[src/rtl/tile_pkg.sv]
// Shared tile-map definitions: sheet geometry and the background tile-entry layout.
// Also used by the engine-side writers that fill the background RAM.
package tile_pkg;

    localparam int TILE_W      = 16;
    localparam int TILE_H      = 16;
    localparam int SHEET_TILES = 8;

    localparam int TE_COL   = 0;
    localparam int TE_ROW   = 3;
    localparam int TE_XFLIP = 6;
    localparam int TE_YFLIP = 7;
    localparam int TE_EN    = 8;

    typedef struct packed {
        logic       en;
        logic       yflip;
        logic       xflip;
        logic [2:0] row;
        logic [2:0] col;
    } tile_entry_t;

endpackage

[src/rtl/tile_addr_gen.sv]
// Combinational tile entry + in-tile coordinate -> tile-sheet texel address.
// Flip muxes exist only when BG_FLIP_EN is defined.
module tile_addr_gen
    import tile_pkg::*;
(
    input  tile_entry_t entry_i,
    input  logic [3:0]  px_i,
    input  logic [3:0]  py_i,
    output logic [13:0] rom_addr_o
);

    logic [3:0] px_f;
    logic [3:0] py_f;
    logic       unused_en;

    assign unused_en = entry_i.en;

`ifdef BG_FLIP_EN
    // 15 - v is the bitwise inverse for a 4-bit coordinate
    assign px_f = entry_i.xflip ? ~px_i : px_i;
    assign py_f = entry_i.yflip ? ~py_i : py_i;
`else
    logic unused_flip;
    assign unused_flip = entry_i.xflip ^ entry_i.yflip;
    assign px_f = px_i;
    assign py_f = py_i;
`endif

    assign rom_addr_o = {entry_i.row, py_f, entry_i.col, px_f};

endmodule

[src/rtl/bg_tile_renderer.sv]
// Background tile renderer: scan position -> tile RAM read -> texel fetch -> RGB pixel, 5-cycle latency.
// Optional feature macro: BG_FLIP_EN (honour per-tile X/Y flip bits).
module bg_tile_renderer
    import tile_pkg::*;
#(
    parameter int          TILE_COLS = 40,
    parameter int          TILE_ROWS = 30,
    parameter logic [11:0] KEY_COLOR = 12'hF0F
) (
    input  logic        clk,
    input  logic        reset,
    input  logic        video_on,
    input  logic [9:0]  x,
    input  logic [9:0]  y,
    input  logic [3:0]  bg_x_offset,
    output logic [15:0] bg_ram_addr,
    input  logic [31:0] bg_ram_dout,
    output logic [13:0] tile_rom_addr,
    input  logic [11:0] tile_rom_data,
    output logic [11:0] pix_rgb,
    output logic        pix_opaque,
    output logic        pix_valid
);

    localparam logic [6:0] COLS_C  = 7'(TILE_COLS);
    localparam logic [9:0] Y_LIMIT = 10'(TILE_ROWS * TILE_H);

    logic [10:0] sx_d;
    logic [6:0]  tc_raw;
    logic [6:0]  tc_d;
    logic [15:0] addr_d;
    logic        blank_d;

    assign sx_d    = {1'b0, x} + {7'b0, bg_x_offset};
    assign tc_raw  = sx_d[10:4];
    assign tc_d    = (tc_raw >= COLS_C) ? tc_raw - COLS_C : tc_raw;
    assign addr_d  = {9'b0, tc_d} + 16'(y[9:4]) * 16'(TILE_COLS);
    assign blank_d = !video_on || (y >= Y_LIMIT);

    logic [15:0] bg_ram_addr_q;
    logic [3:0]  px_p1_q, py_p1_q, px_p2_q, py_p2_q;
    logic        blank_p1_q, blank_p2_q;
    logic        vld_p1_q, vld_p2_q, vld_p3_q, vld_p4_q;
    logic [13:0] tile_rom_addr_q;
    logic        draw_p3_q, draw_p4_q;
    logic [11:0] pix_rgb_q;
    logic        pix_opaque_q, pix_valid_q;

    tile_entry_t entry;
    logic [13:0] rom_addr_d;
    logic        unused_ram_bits;

    assign entry           = tile_entry_t'(bg_ram_dout[TE_EN:TE_COL]);
    assign unused_ram_bits = ^bg_ram_dout[31:TE_EN+1];

    tile_addr_gen u_addr_gen (
        .entry_i    (entry),
        .px_i       (px_p2_q),
        .py_i       (py_p2_q),
        .rom_addr_o (rom_addr_d)
    );

    always_ff @(posedge clk) begin
        if (!reset) begin
            bg_ram_addr_q   <= '0;
            px_p1_q         <= '0;
            py_p1_q         <= '0;
            blank_p1_q      <= 1'b1;
            vld_p1_q        <= 1'b0;
            px_p2_q         <= '0;
            py_p2_q         <= '0;
            blank_p2_q      <= 1'b1;
            vld_p2_q        <= 1'b0;
            tile_rom_addr_q <= '0;
            draw_p3_q       <= 1'b0;
            vld_p3_q        <= 1'b0;
            draw_p4_q       <= 1'b0;
            vld_p4_q        <= 1'b0;
            pix_rgb_q       <= '0;
            pix_opaque_q    <= 1'b0;
            pix_valid_q     <= 1'b0;
        end else begin
            // E1: issue RAM read, capture in-tile coordinates
            bg_ram_addr_q   <= addr_d;
            px_p1_q         <= sx_d[3:0];
            py_p1_q         <= y[3:0];
            blank_p1_q      <= blank_d;
            vld_p1_q        <= video_on;
            // cycle 2: RAM access in flight
            px_p2_q         <= px_p1_q;
            py_p2_q         <= py_p1_q;
            blank_p2_q      <= blank_p1_q;
            vld_p2_q        <= vld_p1_q;
            // E3: decode entry, issue ROM read
            tile_rom_addr_q <= rom_addr_d;
            draw_p3_q       <= !blank_p2_q && entry.en;
            vld_p3_q        <= vld_p2_q;
            // cycle 4: ROM access in flight
            draw_p4_q       <= draw_p3_q;
            vld_p4_q        <= vld_p3_q;
            // E5: output select
            pix_rgb_q       <= draw_p4_q ? tile_rom_data : 12'h000;
            pix_opaque_q    <= draw_p4_q && (tile_rom_data != KEY_COLOR);
            pix_valid_q     <= vld_p4_q;
        end
    end

    assign bg_ram_addr   = bg_ram_addr_q;
    assign tile_rom_addr = tile_rom_addr_q;
    assign pix_rgb       = pix_rgb_q;
    assign pix_opaque    = pix_opaque_q;
    assign pix_valid     = pix_valid_q;

endmodule
[config.mk]
export PLATFORM = sky130hd
export DESIGN_NAME = bg_tile_renderer
export DESIGN_NICKNAME = d
export VERILOG_FILES = /design/src/rtl/tile_pkg.sv /design/src/rtl/tile_addr_gen.sv /design/src/rtl/bg_tile_renderer.sv
export SDC_FILE = /design/constraint.sdc
export NUM_CORES = 1
export LEC_CHECK = 0
export ABC_AREA = 0
export BUFFER_PORTS_ARGS = -buffer_cell sky130_fd_sc_hd__buf_2
export CAP_MARGIN = 25
export CORE_ASPECT_RATIO = 1.75
export CORE_MARGIN = 8
export CORE_UTILIZATION = 51
export CTS_CLUSTER_DIAMETER = 60
export DETAILED_ROUTE_END_ITERATION = 8
export GPL_ROUTABILITY_DRIVEN = 1
export HOLD_SLACK_MARGIN = 0.1
export PLACE_DENSITY_LB_ADDON = 0.08
export SETUP_SLACK_MARGIN = 0.3
export SKIP_CTS_REPAIR_TIMING = 1
export SYNTH_ARGS = -nofsm -noshare
export SYNTH_HDL_FRONTEND = slang
export SYNTH_SLANG_ARGS = --single-unit
[constraint.sdc]
create_clock -name clk -period 7.3 [get_ports clk]
set_input_delay 0.73 -clock clk [delete_from_list [all_inputs] [get_ports clk]]
set_output_delay 0.73 -clock clk [all_outputs]
set_load 0.01 [all_outputs]
# Word-level counts from Yosys, hierarchy flattened
# Index checks and enable logic that the tools add are counted.
# totals
register_bits	68
in_bits	71
out_inout_bits	44
word_cells	31
# classes
add_sub_neg	3
n_mul	1
n_lt_le_gt_ge	2
n_eq_ne	1
mux	1
n_reduce_logical	6
# ops
op	n
$add A7 B12 Y13	1
$ne A12 B12 Y1 const B	1
$add A10 B4 Y11	1
$ge A10 B9 Y1 const B	1
$mul A6 B3 Y9 const B	1
$ge A7 B6 Y1 const B	1
$mux W7	1
$sub A7 B6 Y7 const B	1
$logic_and A1 B1 Y1	2
$logic_not A1 Y1	2
$reduce_and A2 Y1	1
$logic_or A1 B1 Y1	1

# Longest topological paths before layout
# depth
ltp_word	4
depth_mapped	18
mapped_depth_nobuf	18

# Modules after synthesis
# From an unflattened synthesis, not the netlist that was laid out.
# hier_totals
cells_unflattened	259
hier_area_um2	2766.4
# by_module_without_submodules
module	n_inst	cells_per_inst	area_per_inst_um2	seq_area_each_um2
bg_tile_renderer	1	245	2661.3	1301.2
tile_addr_gen	1	14	105.1	0.0

# Least setup slack after synthesis
# No wires, ideal clock.
# synth_timing
path_kind	input -> register
from	in x[0]
to	reg bg_ram_addr_q[9] (netlist: bg_ram_addr[9])
setup_ns	0.128
arrival_time_ns	4.193
t_required_ns	7.172
path_slack_ns	2.980
cell_stages	18
path_buffers	0
cell_sequence	ha_1 fa_1 a31o_2 and3_4 xnor2_2 ha_1 nand2b_1 a41oi_1 a211oi_2 xor2_1 o21a_1 ha_1 fa_1 a21o_1 a21oi_1 nor3b_1 xnor2_1 nor2_1
# synth_between
elab_chain_len	4
elab_cells_between_ends	5
classes_between	add/sub (3); order compare (1); mux (1)
# synth_rtl
element	line	text
start, declared	bg_tile_renderer.sv:13	input logic [9:0] x,
$add A10 B4 Y11 *	bg_tile_renderer.sv:34	assign sx_d = {1'b0, x} + {7'b0, bg_x_offset};
$sub A7 B6 Y7 or $ge A7 B6 Y1 (tied branches)	bg_tile_renderer.sv:36	assign tc_d = (tc_raw >= COLS_C) ? tc_raw - COLS_C : tc_raw;
$mux W7 *	bg_tile_renderer.sv:36	
$add A7 B12 Y13 *	bg_tile_renderer.sv:37	assign addr_d = {9'b0, tc_d} + 16'(y[9:4]) * 16'(TILE_COLS);
end signal, assigned	bg_tile_renderer.sv:84	bg_ram_addr_q <= addr_d;
end, declared	bg_tile_renderer.sv:40	logic [15:0] bg_ram_addr_q;
# Mark *: on every way between the ends. The rest lies on a longest branch, timed or not.
# A chain may end at the register's enable or synchronous reset.

# Worst setup path after layout
# Ends and elaborated chain as after synthesis.

==> Implementation_results.wiki <==
{| class="wikitable"
! Metric !! Value
|-
| Count of placed standard cells in the final layout, fillers left out || between 300 and 400
|-
| Transition at the pin with the smallest max-transition slack || 0.643 ns
|-
| Worst Hold Class || flip-flop to flip-flop
|-
| Starting DRT DRC Count || 131
|-
| Pin count of the biggest net entering global routing || 54
|-
| Post-route ant nets || 0
|-
| Total DRC errors in the routed layout || 0
|-
| Capturing element type of the critical path || flip-flop
|-
| Peak Freq || 0.224 GHz
|-
| Flip-flop cell with the highest count after synthesis || sky130_fd_sc_hd__dfxtp_1
|-
| Worst clock skew on the final layout || 0.00697 ns
|-
| Die area || 7880 µm²
|-
| Distinct cell type count after synthesis || 46
|-
| Share of final-layout standard cells stronger than drive strength 1 || a little over a third
|-
| Setup_tns || 0 ns
|-
| Number of instances on the worst hold path || 1
|-
| Vias per cell || 4.98
|-
| TritonCTS clock tree || done
|-
| All-Layer GR Usage || 13.6%
|-
| Max-slew violation total from the final report || 0
|-
| Sequential element share of the synthesized area || 48.9%
|-
| Max-slew headroom || 57.1%
|-
| Number of warnings reported in the yosys synthesis log || 0
|-
| Total via count in the routed design || 1964
|-
| Antenna diode instance count || 0
|-
| Fraction of registers with async set/reset || 0%
|-
| Setup slack at placement || ~2.5 ns
|-
| Peak supply drop || approximately 0.11 mV
|-
| Root buf cell || sky130_fd_sc_hd__clkbuf_8
|-
| Boundary pin count || 115
|-
| Mean routed wirelength per cell || 13.0 µm
|-
| Vias in the first global route || approximately 2000
|-
| Mapped Avg Cell Area || 10.9 µm²
|-
| Min-Delay Endpoint || draw_p3_q
|-
| Drt pass-1 iters || 4
|-
| Status || complete, no violations
|-
| Placed wire-length estimate || 4020 µm
|-
| Post-Route WL || 5120 µm
|-
| FF-to-FF setup slack || about 6.5 ns
|-
| Routed length on met2 || 2630 µm
|-
| Share of the cycle needed by the critical path after routing || 61.3%
|-
| Category of the worst setup path launch point || primary input
|-
| Setup repair after global routing missed its margin || no
|-
| Hold violation total from the final report || 0
|-
| IO Port Bufs || 86
|-
| Max Fanout on Critical Path || 5
|-
| Latest clock arrival within the worst-skew pair || 0.32 ns
|-
| Core footprint || a little over 5000 µm²
|-
| Synthesized netlist cell count || 245
|-
| Clock-pin slew of the registers on the worst-case setup and hold paths || 0.07 ns
|-
| Detailed-route wire length on metal 1 || 1990 µm
|-
| Clock buffer count from CTS || 9
|-
| Bufs on Longest Clock Path || 2
|-
| Length in cells of the worst reg-to-reg path || 1
|-
| Height of the die || 112 µm
|-
| Final setup violation count || 0
|-
| Flop and latch count out of synthesis || 65
|-
| Remaining global-route overflow || 0
|-
| P_leak || 1.64 nW
|-
| Total power density per cell area || 251 nW/µm²
|-
| Number of clock sinks || 65
|-
| R2r endpoint || pix_opaque
|-
| Horizontal die dimension || between 70 and 80 µm
|-
| Syn Std Cell Area || 2660 µm²
|-
| Data required time of the critical path || 7.50 ns
|-
| Launch point of the worst reg-to-reg path || draw_p4_q
|-
| Max-capacitance violation count || 0
|-
| Highest routed layer || met4
|-
| Arrival time at the worst endpoint || 4.67 ns
|-
| Num rows || 35
|-
| Period minus WS final || 4.47 ns
|-
| Critical path startpoint || x[0]
|-
| Area delta synth->final || 25.6%
|-
| Initial Util || 51.5%
|-
| Met3 Wirelength || ~390 µm
|-
| Initial antenna violation count || 0
|-
| Final setup slack of the worst path || approximately 2.8 ns
|-
| GP Congestion || 0.800
|-
| Clock H-tree levels || 3
|-
| Crit path kind || primary input to flip-flop
|-
| Number of synthesized flops with an enable pin || 0
|-
| Launch point of the worst hold path || blank_p2_q
|-
| Number of nets at the end of the flow || 425
|-
| Cell count after placement || 378
|-
| Wire length of the first global-routing pass || between 8000 and 9000 µm
|}
## cells by family (layout without fill, tap and decap cells)
family | count (synthesis) | in the layout | synth area share [%]
simple gates | 93 | 93 | 22.0
flops | 65 | 65 | 48.9
compound gates | 31 | 31 | 8.74
fa+ha+maj | 20 | 20 | 10.2
xor+xnor | 17 | 17 | 6.44
buf+inv | 17 | 108 | 2.96
other cells | 1 | 4 | 0.141
mux | 1 | 1 | 0.564
## Yosys cell counts, types with 3 or more instances
master	count	area [µm²]
sky130_fd_sc_hd__o21ai_0	4	20.0
sky130_fd_sc_hd__and2_1	38	238
sky130_fd_sc_hd__and3_1	12	75.1
sky130_fd_sc_hd__a21oi_1	6	30.0
sky130_fd_sc_hd__nor2_1	14	52.6
sky130_fd_sc_hd__nand3_1	7	35.0
sky130_fd_sc_hd__ha_1	17	213
sky130_fd_sc_hd__clkbuf_1	7	26.3
sky130_fd_sc_hd__fa_1	3	60.1
sky130_fd_sc_hd__dfxtp_1	65	1300
sky130_fd_sc_hd__a21o_1	4	30.0
sky130_fd_sc_hd__buf_4	4	30.0
sky130_fd_sc_hd__xor2_1	3	26.3
sky130_fd_sc_hd__xnor2_1	11	96.3
sky130_fd_sc_hd__inv_1	6	22.5
sky130_fd_sc_hd__nand2b_1	4	25.0
## worst max path at each step
stage / endpoint / slack [ns] / cells past startpoint
3_3_place_gp: bg_ram_addr[9] / 2.57 / 19
5_1_grt: bg_ram_addr[9] / 2.51 / 19
3_5_place_dp: bg_ram_addr[9] / 2.48 / 19
6_report: bg_ram_addr[9] / 2.83 / 19
4_1_cts: bg_ram_addr[9] / 2.83 / 19
2_1_floorplan: bg_ram_addr[9] / 2.98 / 18
## state kept, by name, indices dropped and copies added, names as in the netlist, 4 cells and up
signal	flops
pix_rgb	12
px_p2_q	4
bg_ram_addr	13
py_p2_q	4
px_p1_q	4
py_p1_q	4
tile_rom_addr	14
## final cells by class
cell class              instances  area [µm²]
clock inverters                 6        90.1
flip-flops and latches         65        1300
repair buffers                 86         430
well taps                      55        68.8
multi-input cells             166        1290
fillers                       442        1820
clock buffers                  10         138
inverters                       6        22.5
## worst max-delay path, stage by stage
cell,delay [ns]
sky130_fd_sc_hd__buf_2,0.10
sky130_fd_sc_hd__ha_1,0.23
sky130_fd_sc_hd__fa_1,0.44
sky130_fd_sc_hd__a31o_2,0.30
sky130_fd_sc_hd__and3_4,0.20
sky130_fd_sc_hd__xnor2_2,0.17
sky130_fd_sc_hd__ha_1,0.29
sky130_fd_sc_hd__nand2b_1,0.19
sky130_fd_sc_hd__a41oi_1,0.07
sky130_fd_sc_hd__a211oi_2,0.29
sky130_fd_sc_hd__xor2_1,0.12
sky130_fd_sc_hd__o21a_1,0.13
sky130_fd_sc_hd__ha_1,0.21
sky130_fd_sc_hd__fa_1,0.43
sky130_fd_sc_hd__a21o_1,0.20
sky130_fd_sc_hd__a21oi_1,0.24
sky130_fd_sc_hd__nor3b_1,0.11
sky130_fd_sc_hd__xnor2_1,0.18
sky130_fd_sc_hd__nor2_1,0.05
## through the flow
step | area (µm²) | power, W | utilization, % | hold WS, ns
floorplan | 2670 | 0.000473 | - | 0.372
CTS | 3340 | 0.000853 | 64.7 | 0.397
global placement | 3120 | 0.000513 | 60.3 | 0.378
finish | 3340 | 0.000840 | 64.7 | 0.397
global route | 3340 | 0.000885 | 64.7 | 0.415
detailed placement | 3120 | 0.000515 | 60.3 | 0.390
## report_power, final
part           switching (W)  internal [W]
combinational      0.0000661     0.0000600
clock               0.000132      0.000203
sequential        0.00000405      0.000375
total               0.000202      0.000638
## layout by cell type (no fill, tap or decap), drive strengths merged, types with 3 or more instances in the layout
cell type,Yosys,final
nor2,15,15
a21o,5,5
a21oi,6,6
nand3,8,8
conb,1,4
buf,4,86
xnor2,12,12
inv,6,7
o21ai,5,5
nand2b,4,4
ha,17,17
dfxtp,65,65
clkbuf,7,10
a211oi,3,3
xor2,5,5
and3,14,14
fa,3,3
and2,38,38
## per-layer routing
layer | track usage, % | up-vias
li1 | - | 1000
met1 | 13.4 | 886
met2 | 23.4 | 68
met3 | 4.95 | 10
met4 | 8.39 | 0
met5 | 0 | -
Note: power is estimated with default switching activity, not from simulation.
